### src/rtl/col_parity_func_if.sv
// ---------------------------------------------------------------------------
// col_parity_func_if
//   Bus between the theta engine, the slice memory and the result writer.
//   master : controller/memory side (drives start, returns line_in)
//   slave  : col_parity_func (drives address, write strobe/data, done flag)
//   Signals:
//     start        level request to begin a pass
//     line_in      25-bit slice read back from memory at (cnt_value-1) mod 64
//     cnt_value    6-bit slice read counter / memory address
//     write_enable one-cycle strobe per theta-transformed slice
//     write_value  theta result slice, valid while write_enable is high
//     donee        pass complete flag
// ---------------------------------------------------------------------------
interface col_parity_func_if;
    logic        start;
    logic [24:0] line_in;
    logic [5:0]  cnt_value;
    logic        write_enable;
    logic [24:0] write_value;
    logic        donee;

    modport master (
        output start,
        output line_in,
        input  cnt_value,
        input  write_enable,
        input  write_value,
        input  donee
    );

    modport slave (
        input  start,
        input  line_in,
        output cnt_value,
        output write_enable,
        output write_value,
        output donee
    );
endinterface

### src/rtl/col_parity_func.sv
// ---------------------------------------------------------------------------
// col_parity_func
//   Keccak theta (column-parity) step over a 5x5x64 state stored as 64
//   25-bit slices in an external memory. Walks slices 0..63, emitting one
//   write strobe per transformed slice, then raises donee.
//   Ports:
//     clk  in  clock, rising edge
//     rst  in  asynchronous active-low reset
//     bus  slave modport of col_parity_func_if (start, line_in in;
//          cnt_value, write_enable, write_value, donee out)
//   Slice bit map: bit[5*y+x] = lane (x,y).
// ---------------------------------------------------------------------------
module col_parity_func (
    input  logic               clk,
    input  logic               rst,
    col_parity_func_if.slave   bus
);

    typedef enum logic [2:0] {
        IDLE,
        PRIME,
        CALC,
        WRITE,
        DONE
    } state_t;

    state_t      r_state;
    logic [5:0]  r_cnt;
    logic        r_we;
    logic [24:0] r_wv;
    logic        r_done;
    logic [4:0]  r_prev_c;   // column parities of the previous slice (z-1)

    logic [4:0]  w_col;
    logic [24:0] w_theta;

    // Column parity of the current slice and the theta result using the
    // registered parity of slice z-1.
    always_comb begin
        w_col   = '0;
        w_theta = '0;
        for (int unsigned x = 0; x < 5; x++) begin
            for (int unsigned y = 0; y < 5; y++) begin
                w_col[x] = w_col[x] ^ bus.line_in[5*y+x];
            end
        end
        for (int unsigned x = 0; x < 5; x++) begin
            for (int unsigned y = 0; y < 5; y++) begin
                w_theta[5*y+x] = bus.line_in[5*y+x]
                               ^ w_col[(x+4)%5]
                               ^ r_prev_c[(x+1)%5];
            end
        end
    end

    // The strobe is set on the CALC edge so it is high exactly for the
    // WRITE state; WRITE always clears it, guaranteeing a low gap.
    always_ff @(posedge clk or negedge rst) begin
        if (!rst) begin
            r_state  <= IDLE;
            r_cnt    <= '0;
            r_we     <= 1'b0;
            r_wv     <= '0;
            r_done   <= 1'b0;
            r_prev_c <= '0;
        end else begin
            case (r_state)
                IDLE: begin
                    r_cnt <= '0;
                    r_we  <= 1'b0;
                    if (bus.start) begin
                        r_state <= PRIME;
                    end
                end
                PRIME: begin
                    // cnt=0 here, so line_in is slice 63: seed z-1 parity
                    r_prev_c <= w_col;
                    r_cnt    <= 6'd1;
                    r_state  <= CALC;
                end
                CALC: begin
                    r_wv     <= w_theta;
                    r_prev_c <= w_col;
                    r_we     <= 1'b1;
                    r_state  <= WRITE;
                end
                WRITE: begin
                    r_we <= 1'b0;
                    if (r_cnt == '0) begin
                        r_done  <= 1'b1;
                        r_state <= DONE;
                    end else begin
                        r_cnt   <= r_cnt + 6'd1;
                        r_state <= CALC;
                    end
                end
                DONE: begin
                    r_we  <= 1'b0;
                    r_cnt <= '0;
                    if (!bus.start) begin
                        r_done  <= 1'b0;
                        r_state <= IDLE;
                    end
                end
                default: begin
                    r_state <= IDLE;
                end
            endcase
        end
    end

    assign bus.cnt_value    = r_cnt;
    assign bus.write_enable = r_we;
    assign bus.write_value  = r_wv;
    assign bus.donee        = r_done;

endmodule

### src/flat_wrapper.sv
// flat-port wrapper written by rule: the top's interface ports become plain ports
module col_parity_func_flat 
  (clk, rst, bus_start, bus_line_in, bus_cnt_value, bus_write_enable, bus_write_value, bus_donee);
  col_parity_func_if bus_i ();
  input  logic clk;
  input  logic rst;
  input wire logic [$bits(bus_i.start)-1:0] bus_start;
  input wire logic [$bits(bus_i.line_in)-1:0] bus_line_in;
  output wire logic [$bits(bus_i.cnt_value)-1:0] bus_cnt_value;
  output wire logic [$bits(bus_i.write_enable)-1:0] bus_write_enable;
  output wire logic [$bits(bus_i.write_value)-1:0] bus_write_value;
  output wire logic [$bits(bus_i.donee)-1:0] bus_donee;
  assign bus_i.start = bus_start;
  assign bus_i.line_in = bus_line_in;
  assign bus_cnt_value = bus_i.cnt_value;
  assign bus_write_enable = bus_i.write_enable;
  assign bus_write_value = bus_i.write_value;
  assign bus_donee = bus_i.donee;
  col_parity_func u_core (.clk(clk), .rst(rst), .bus(bus_i));
endmodule
### config.mk
export PLATFORM = sky130hd
export DESIGN_NAME = col_parity_func_flat
export DESIGN_NICKNAME = d
export VERILOG_FILES = /design/src/rtl/col_parity_func_if.sv /design/src/rtl/col_parity_func.sv /design/src/flat_wrapper.sv
export SDC_FILE = /design/constraint.sdc
export NUM_CORES = 1
export LEC_CHECK = 0
export ABC_AREA = 1
export CAP_MARGIN = 20
export CORE_MARGIN = 5
export CORE_UTILIZATION = 45
export CTS_BUF_LIST = sky130_fd_sc_hd__clkbuf_16
export CTS_CLUSTER_SIZE = 24
export DETAILED_ROUTE_END_ITERATION = 10
export DONT_BUFFER_PORTS = 1
export PLACE_DENSITY = 0.7
export SLEW_MARGIN = 20
export SYNTH_ARGS = -nofsm -noshare
export SYNTH_HDL_FRONTEND = slang
export SYNTH_SLANG_ARGS = --single-unit
### constraint.sdc
create_clock -name clk -period 4.3 [get_ports clk]
set_clock_uncertainty 0.05 [all_clocks]
set_input_delay 0.43 -clock clk [delete_from_list [all_inputs] [get_ports clk]]
set_output_delay 0.43 -clock clk [all_outputs]
set_load 0.02 [all_outputs]
==> summary.md <==
| Metric | Value |
|---|---|
| Vias in the first global route | around 2,100 |
| Top cells by area, synth | dfrtp_1 (39%), nand3_1 (18%), nand2_1 (13%) |
| DRC | 0 |
| Routability cong. | about 0.78 |
| Total leakage power | between 1.5 and 2 nW |
| Setup TNS | 0 ns |
| Die Span X | between 80 and 90 um |
| Synth async-reset ratio | 1.00 |
| Die height | 86.5 um |
| Row cnt | 27 |
| Min Tclk post-route | 1.88 ns |
| Critical-path maximum fanout | 27 |
| Post-Syn Nets | 393 |
| Worst-path clk slew | around 0.060 ns |
| Critical Path AT | 2.03 ns |
| Tcrit/Tclk final | 0.438 |
| Worst hold slack | ~0.23 ns |
| Skew-Pair Late Insertion Delay | 0.28 ns |
| Drt pass-1 iters | 4 |
| CTS tree | done |
| Top achievable clock speed | about 0.53 GHz |
| R2r setup slk | 2.42 ns |
| Prevailing post-synth register cell | dfrtp_1 |
| Tightest Hold Check Type | primary input to flop |
| Syn. warnings | 0 |
| Largest net degree at the start of global routing | 42 |
| Final count of hold timing violations | 0 |
| I/O pin count | 61 |
| Nets | 393 |
| Number of synthesized flops with an enable pin | 0 |
| Max-Cap Viols | 0 |
| Average wire per cell in the routed design | 13.7 um |
| Vias | 2,253 |
| First DRT Iteration DRCs | approximately 140 |
| Synth top cells by count | nand3_1 (96), nand2_1 (93), inv_1 (50), dfrtp_1 (41), xnor2_1 (30) |
| Worst ir drop on vdd | between 300 and 400 uV |
| First-pass GRT wire length | 9960 um |
| Initial antenna violation count | 0 |
| Antenna viol nets, final | 0 |
| Postcts setup bufs | 0 |
| Status | completed |
| Synth cell types | 22 |
| Total GRT Usage | 0.166 |
| CP Launch Type | flop |
| Final HPWL DP | 4380 um |
| Crit path buf inv count | 2 |
| Max Slew Vio Count | 0 |
| Worst relative slew slack | 0.682 |
| CP Class | flop to flop |
| GR Overflow Total | 0 |
| Seq/Total Area, Yosys | 0.390 |
| Final setup viols | 0 |
| Area share of the largest cell type after synthesis | 0.390 |
| Antenna diodes | 0 |
| Cell area after synthesis | 2630 sq um |
| Area growth syn-to-layout | 10.5% |
| Layout cell share with drive strength beyond 1 | 0.0412 |
| CP required | 4.45 ns |
| CTS root buffer | clkbuf_16 |
| #FFs+latches synth | 41 |
| Initial core utilization | 0.469 |
| Most frequent cell after synthesis | nand3_1 |
| Post-layout util | 0.519 |
| PortBufs | 0 |
| Mapped Avg Cell Area | 7.25 sq um |
| Clk buf depth | 2 |
| Final Total Pwr | 0.00229 W |
| Core area | 5610 sq um |
| Fill cells | 528 |
| Post-CTS sizing | 0 |
| Unrepaired setup endpoints after global routing | false |
| Drt total wl | ~6000 um |
| Vias per inst | 5.17 |
| CP max stage delay | 0.44 ns |
| CTS buffer count | 5 |
| H-Tree Depth | 2 |
| CP max-delay cell | dfrtp_1 |
| Pwr dens | 788 nW/um^2 |
| CP Capture Type | flop |
| Post-synth top area cell | dfrtp_1 |
| Full die area | ~7500 sq um |
| Syn Inst Count | 363 |
| Worst-margin pin slew | about 0.48 ns |
| Crit path max-delay family | buffers and inverters |
| Crit-path cells | nor3_4 > buf_4 > inv_2 > o21ai_2 > nor2_1 > a31oi_1 |
| CTS Sinks | 41 |
## layer usage
layer	routed length [um]	track usage	vias up	part of all wire
met5	0	0	-	0
met4	53	0.0425	0	0.0089
met3	601	0.0760	6	0.10
met2	2770	0.259	60	0.46
met1	2540	0.208	1025	0.43
li1	-	-	1162	-
## state kept, by name, indices dropped and copies added (netlist names)
| name | flops |
|---|---|
| u_core.bus.donee | 1 |
| u_core.bus.write_value | 25 |
| u_core.r_prev_c | 5 |
| u_core.bus.write_enable | 1 |
| u_core.r_state | 3 |
| u_core.bus.cnt_value | 6 |
## repair_timing
item                                    4_1_cts  5_1_grt
hold buffers                                  2        0
hold endpoints to repair                     41        0
endpoints found under the setup margin        0        0
## cells in the final DEF, fill, tap and decap left out, types with 5 or more instances in the layout
| cell type | n |
|---|---|
| a31oi_1 | 5 |
| clkbuf_16 | 5 |
| dfrtp_1 | 41 |
| inv_1 | 50 |
| nand2_1 | 93 |
| nand3_1 | 96 |
| nor2_1 | 9 |
| o21ai_0 | 5 |
| xnor2_1 | 30 |
| xor2_1 | 9 |
## final cells by class
cell class	count	area (sq um)	share of cell area
sequential	41	1030	0.353
tap	72	90.1	0.0310
multi-input combinational	260	1370	0.471
clock buffer	5	125	0.0430
timing repair buffer	3	37.5	0.0129
clock inverter	3	65.1	0.0224
inverter	52	195	0.0671
## worst reg2reg max path, cell delays in order, from the launching register on
cell and delay, ns:
dfrtp_1 0.44, nor3_4 0.19, buf_4 0.31, inv_2 0.30, o21ai_2 0.28, nor2_1 0.08, a31oi_1 0.17
## metrics by stage
step / setup WS, ns / instance area [sq um] / instances
2_1_floorplan: 2.90 / 2630 / 363
3_3_place_gp: 2.53 / 2690 / 426
6_report: 2.42 / 2910 / 436
4_1_cts: 2.43 / 2910 / 436
3_5_place_dp: 2.46 / 2690 / 426
5_1_grt: 2.31 / 2910 / 436
## worst paths after layout
path / start / depth (start not counted) / endpoint
setup / recovery: u_core.r_state[0] / 6 / u_core.r_prev_c[3]
hold / removal: bus_start / 2 / u_core.bus.donee
setup reg to reg: u_core.r_state[0] / 6 / u_core.r_prev_c[3]
hold reg to reg: u_core.r_state[0] / 1 / u_core.r_state[0]
max in group asynchronous: rst / 2 / u_core.bus.write_value[18]
min in group asynchronous: rst / 2 / u_core.bus.write_value[24]
## power by group
group          switching (W)  leakage, nW  internal, W
Sequential          0.000349        0.503     0.000567
Combinational       0.000529        0.919     0.000361
Clock               0.000155       0.0938     0.000332
Total                0.00103         1.52      0.00126
## kinds of logic (layout without fill, tap and decap cells)
group                    after synthesis  after routing  synth area share
adder cells (fa/ha/maj)                2              2           0.00950
flip-flops                            41             41             0.390
XOR/XNOR                              39             39             0.130
buffers and inverters                 62             63            0.0898
AND/OR/NAND/NOR                      202            202             0.341
AO/OA/AOI/OAI                         17             17            0.0399
No activity file was read; power rests on OpenSTA's default activity.
